File: config.mk
export PLATFORM = sky130hd
export DESIGN_NAME = ethmclk_ctrl
export DESIGN_NICKNAME = d
export VERILOG_FILES = /design/src/rtl/ethmclk_pkg.sv /design/src/rtl/ethmclk_sync.sv /design/src/rtl/ethmclk_ctrl.sv
export SDC_FILE = /design/constraint.sdc
export NUM_CORES = 1
export LEC_CHECK = 0
export CAP_MARGIN = 15
export CELL_PAD_IN_SITES_DETAIL_PLACEMENT = 1
export CELL_PAD_IN_SITES_GLOBAL_PLACEMENT = 2
export CORE_ASPECT_RATIO = 2
export CORE_MARGIN = 5
export CORE_UTILIZATION = 37
export DETAILED_ROUTE_END_ITERATION = 12
export PLACE_DENSITY_LB_ADDON = 0.1
export SYNTH_ARGS = -nofsm -noshare
export SYNTH_HDL_FRONTEND = slang
export SYNTH_SLANG_ARGS = --single-unit
File: constraint.sdc
create_clock -name clk_i -period 3.3 [get_ports clk_i]
set_clock_uncertainty 0.1 [all_clocks]
set_input_delay 0.495 -clock clk_i [delete_from_list [all_inputs] [get_ports clk_i]]
set_output_delay 0.495 -clock clk_i [all_outputs]
set_load 0.01 [all_outputs]
File: src/rtl/ethmclk_pkg.sv
// Shared types and default constants for the recovered-clock PLL sequencer.
package ethmclk_pkg;

  typedef enum logic [1:0] {
    StHold,
    StWaitLock,
    StSettle,
    StRun
  } state_e;

  localparam int unsigned DefRstCycles    = 16;
  localparam int unsigned DefLockTimeout  = 4000;
  localparam int unsigned DefSettleCycles = 1024;
  localparam int unsigned DefActTimeout   = 64;
  localparam int unsigned DefCntW         = 8;
  localparam int unsigned TimerW          = 32;

endpackage

File: src/rtl/ethmclk_sync.sv
// N-flop single-bit synchronizer; exposes the last two stages for edge detection.
module ethmclk_sync #(
  parameter int unsigned N = 2
) (
  input  logic clk_i,
  input  logic rst_i,
  input  logic d_i,
  output logic q_o,
  output logic q_prev_o
);

  logic [N-1:0] sync_q;

  always_ff @(posedge clk_i) begin
    if (rst_i) begin
      sync_q <= '0;
    end else begin
      sync_q <= {sync_q[N-2:0], d_i};
    end
  end

  assign q_o      = sync_q[N-1];
  assign q_prev_o = sync_q[N-2];

endmodule

File: src/rtl/ethmclk_ctrl.sv
// PLL reset sequencer and lock qualifier for the Ethernet-recovered clock.
// Define ETHMCLK_ACT_EN to build the RX clock activity watchdog.
module ethmclk_ctrl
  import ethmclk_pkg::*;
#(
  parameter int unsigned RST_CYCLES    = DefRstCycles,
  parameter int unsigned LOCK_TIMEOUT  = DefLockTimeout,
  parameter int unsigned SETTLE_CYCLES = DefSettleCycles,
  parameter int unsigned ACT_TIMEOUT   = DefActTimeout,
  parameter int unsigned CNT_W         = DefCntW
) (
  input  logic             clk_i,
  input  logic             rst_i,
  input  logic             pll_locked_i,
  input  logic             rxclk_toggle_i,
  output logic             pll_rst_o,
  output logic             clk_ok_o,
  output logic             lock_timeout_o,
  output logic [CNT_W-1:0] relock_cnt_o
);

  logic locked_s;
  logic unused_lock_prev;
  logic act_ok;

  ethmclk_sync #(
    .N(2)
  ) u_sync_lock (
    .clk_i   (clk_i),
    .rst_i   (rst_i),
    .d_i     (pll_locked_i),
    .q_o     (locked_s),
    .q_prev_o(unused_lock_prev)
  );

`ifdef ETHMCLK_ACT_EN
  localparam int unsigned ActW = $clog2(ACT_TIMEOUT + 1);
  localparam logic [ActW-1:0] ActMax = ActW'(ACT_TIMEOUT);

  logic tog_s2, tog_s3;
  logic act_edge;
  logic [ActW-1:0] act_cnt_q;

  ethmclk_sync #(
    .N(3)
  ) u_sync_tog (
    .clk_i   (clk_i),
    .rst_i   (rst_i),
    .d_i     (rxclk_toggle_i),
    .q_o     (tog_s3),
    .q_prev_o(tog_s2)
  );

  assign act_edge = tog_s2 ^ tog_s3;

  // Resets to the timeout value so the RX clock is untrusted until it toggles.
  always_ff @(posedge clk_i) begin
    if (rst_i) begin
      act_cnt_q <= ActMax;
    end else if (act_edge) begin
      act_cnt_q <= '0;
    end else if (act_cnt_q != ActMax) begin
      act_cnt_q <= act_cnt_q + ActW'(1);
    end
  end

  assign act_ok = (act_cnt_q < ActMax);
`else
  localparam int unsigned UnusedActTimeout = ACT_TIMEOUT;
  logic unused_toggle;
  assign unused_toggle = rxclk_toggle_i;
  assign act_ok        = 1'b1;
`endif

  state_e             state_q, state_d;
  logic [TimerW-1:0]  timer_q;
  logic               pll_rst_q, clk_ok_q, lock_timeout_q;
  logic [CNT_W-1:0]   relock_cnt_q;
  logic               timeout_hit, relock_hit;

  always_comb begin
    state_d     = state_q;
    timeout_hit = 1'b0;
    relock_hit  = 1'b0;
    case (state_q)
      StHold: begin
        if (timer_q >= TimerW'(RST_CYCLES - 1) && act_ok) state_d = StWaitLock;
      end
      StWaitLock: begin
        if (!act_ok) begin
          state_d = StHold;
        end else if (locked_s) begin
          state_d = StSettle;
        end else if (timer_q == TimerW'(LOCK_TIMEOUT - 1)) begin
          state_d     = StHold;
          timeout_hit = 1'b1;
        end
      end
      StSettle: begin
        if (!locked_s || !act_ok) begin
          state_d = StHold;
        end else if (timer_q == TimerW'(SETTLE_CYCLES - 1)) begin
          state_d = StRun;
        end
      end
      StRun: begin
        // Simultaneous lock and activity loss still yields a single exit.
        if (!locked_s || !act_ok) begin
          state_d    = StHold;
          relock_hit = 1'b1;
        end
      end
      default: state_d = StHold;
    endcase
  end

  always_ff @(posedge clk_i) begin
    if (rst_i) begin
      state_q        <= StHold;
      timer_q        <= '0;
      pll_rst_q      <= 1'b1;
      clk_ok_q       <= 1'b0;
      lock_timeout_q <= 1'b0;
      relock_cnt_q   <= '0;
    end else begin
      state_q   <= state_d;
      timer_q   <= (state_d != state_q) ? '0 : timer_q + TimerW'(1);
      pll_rst_q <= (state_d == StHold);
      clk_ok_q  <= (state_d == StRun);
      if (timeout_hit) lock_timeout_q <= 1'b1;
      if (relock_hit && relock_cnt_q != '1) relock_cnt_q <= relock_cnt_q + CNT_W'(1);
    end
  end

  assign pll_rst_o      = pll_rst_q;
  assign clk_ok_o       = clk_ok_q;
  assign lock_timeout_o = lock_timeout_q;
  assign relock_cnt_o   = relock_cnt_q;

endmodule

==> results.toml <==
[status]
status = "finished clean"

[clock_tree]
post_cts_resized = 0
cts_hold_buf = 0
clock_latency_ns = 0.29
cts_tree = "yes"
path_clk_slew_ns = 0.06
cts.sinks = 47
cts_max_level = 2
root_buffer = "clkbuf_16"
cts_setup_buffers = 0
cts_buffers = 5
clock_path_buffers = 2

[global_routing]
grt-ovfl-total = 0
grt_pass1_wl_um = 9170
antenna_found_initial = 0
grt_start_max_net_pins = 26
grt_pass1_vias = 1933
globalRouteTotalUtil_pct = 14.6

[floorplan]
die-area_um2 = 8060
core-area_um2 = 6210
pin_count = 15
die_x_um = 66.0
die_y_um = 122
row_count = 41
start_util_pct = 37.4

[timing]
fin_crit_ns = 2.66
finalWorstSetupSlack_ns = 0.635
slew-limit-headroom_pct = 50.2
hold_violations = 0
rsz0062_at_grt = "false"
setup_tns_ns = 0
setup_viol_count_final = 0
finalCritPeriodShare_pct = 80.7
clock.fmax_ghz = 0.375
finalMaxSlewViolations = 0
tightest_slew_ns = 0.747

[synth]
synthesis.yosys.warnings = 0
ys_types = 36
ys_top_cells_by_area = "dfxtp_1 (41%), a21oi_2 (11%), xnor2_1 (11%)"
syn_avg_cell_area_um2 = 9.18
synth_area_um2 = 2320
synth.largest_area_cell = "dfxtp_1"
netlist.area_leader.share_pct = 40.5
synth-seq-cells = 47
syn-num-nets = 259
netlist_instances = 253
synth_seq_area_share_pct = 40.5

[finish]
multi_input_area_um2 = 1270
diodes = 0
fillerInstances = 722
seq_area_um2 = 941
drive_gt1_share_pct = 16.7
layout.nets = 269
synthToLayoutAreaGrowth_pct = 15.6

[power]
clock_power_share_pct = 46.8
power_density_nw_per_um2 = 422
pwr-share-comb_pct = 2.4
intPower_mw = 0.904
vdd_drop_max_mv = 0.289
leakagePower_nw = 0.791
sw_frac_of_total_pct = 20.2
switching_power_mw = 0.228
pwr-share-seq_pct = 50.8

[worst_setup_path]
crit_slowest_cell = "or4_1"
endpoint_kind = "flip-flop"
path_cells = "or4_1 > or3_1 > or4_4 > a22oi_4 > buf_4 > a21boi_1"
arrival_ns = 2.73
startpoint = "timer_q[26]"
rr_startpoint = "timer_q[26]"
critical_path_class = "reg2reg"
crit_path_start_kind = "flip-flop"
cp.required_ns = 3.37
critPathMaxFanout = 18
max_stage_delay_ns = 0.56

[drt]
wl_met2_um = 2550
vias_per_cell = 5.21
wl_met3_um = 123
drc = 0
first_pass_iters = 4
num_vias = 1822
wl_per_cell_um = 14.6
final_antenna_net_count = 0
m1WireLength_um = 2360
first_iter_violations = 63
drt_wl_total_um = 5130
top_layer_used = "met4"

[hold_path]
hp-start = "timer_q[0]"
min_path_type = "reg2reg"

[placement]
dp_hpwl_um = 3580
gp_congestion = 0.765
preCtsSetupSlack_ns = 0.620
portBuffers = 13

[job]
cap_violations = 0
-- cell usage after synthesis --
cell       count
dfxtp_1       47
a21oi_2       30
xnor2_1       30
nor2_1        16
nor3_1        16
nand2_1       13
nor4_1        13
nand3_1       12
clkbuf_1      11
inv_1          9
nand4_1        7
xor2_1         6
and4_1         5
and3_1         4
a21boi_1       3
and2_1         3
buf_6          3
nor2b_1        3
a21oi_1        2
ha_1           2
nand4b_1       2
or3_1          2
a211oi_1       1
a22oi_4        1
mux2i_1        1
nand3b_1       1
nor3b_1        1
nor4bb_1       1
o2111ai_1      1
o21ai_0        1
o21ba_1        1
o21bai_1       1
or2_1          1
or2_2          1
or4_1          1
or4_4          1
-- power by group through the flow --
stage | logic [mW] | clock network [mW] | registers [mW]
after floorplan | 0.0227 | 0 | 0.587
after global placement | 0.0278 | 0 | 0.588
final | 0.0274 | 0.530 | 0.575
after detailed placement | 0.0284 | 0 | 0.588
after CTS | 0.0286 | 0.553 | 0.575
after global routing | 0.0307 | 0.572 | 0.575
-- area by class of cell --
| cell class | count | area share, % |
|---|---|---|
| Timing Repair Buffer | 17 | 6.43 |
| Inverter | 9 | 1.26 |
| Multi-Input combinational cell | 183 | 47.4 |
| Sequential cell | 47 | 35.1 |
| Tap cell | 86 | 4.01 |
| Clock buffer | 8 | 5.83 |
-- worst paths after layout --
path                  to  slack [ns]  cells past startpoint
max          timer_q[14]        0.64                      6
min           timer_q[0]        0.35                      1
max reg2reg  timer_q[14]        0.64                      6
min reg2reg   timer_q[0]        0.35                      1
-- sequential cells by signal, indices dropped and copies added (netlist names) --
| name | count |
|---|---|
| u_sync_lock.sync_q | 2 |
| clk_ok_o | 1 |
| lock_timeout_o | 1 |
| pll_rst_o | 1 |
| timer_q | 32 |
| state_q | 2 |
| relock_cnt_o | 8 |
-- stage by stage --
| stage | cells | total power, mW | area [µm²] | utilization [%] | hold WS [ns] |
|---|---|---|---|---|---|
| after floorplan | 253 | 0.610 | 2320 | - | 0.314 |
| after CTS | 350 | 1.16 | 2680 | 43.2 | 0.355 |
| after global placement | 342 | 0.615 | 2530 | 40.7 | 0.330 |
| after global routing | 350 | 1.18 | 2680 | 43.2 | 0.368 |
| final | 350 | 1.13 | 2680 | 43.2 | 0.350 |
| after detailed placement | 342 | 0.616 | 2530 | 40.7 | 0.334 |
-- placed cells by master, fill, tap and decap left out, drive strengths merged --
cell type,instances
dfxtp,47
a21oi,32
xnor2,30
nor2,16
nor3,16
nor4,13
nand2,13
clkdlybuf4s50,13
nand3,12
inv,9
clkbuf,8
nand4,7
xor2,6
and4,5
and3,4
buf,4
nor2b,3
and2,3
a21boi,3
or3,2
nand4b,2
ha,2
or4,2
or2,2
o2111ai,1
mux2i,1
nor4bb,1
nand3b,1
o21bai,1
nor3b,1
a211oi,1
a22oi,1
o21ba,1
o21ai,1
-- critical path, delay by kind of cell, from the launching register on --
kind                   cells  cell delay, ns
flip-flops                 1            0.34
AND/OR/NAND/NOR            3            1.45
AO/OA/AOI/OAI              2            0.32
buffers and inverters      1            0.34
-- routing by layer --
layer	track usage, %	vias up
li1	-	908
met1	18.1	895
met2	24.1	14
met3	3.14	5
met4	6.11	0
met5	0	-
-- cell families after synthesis --
logic type      after synthesis  synth area share, %
compound gates               41                 15.3
fa+ha+maj                     2                 1.08
xor+xnor                     36                 13.6
flops                        47                 40.5
buf+inv                      23                 4.69
simple gates                103                 24.4
mux                           1                0.431
Power figures use the tool's default switching activity.
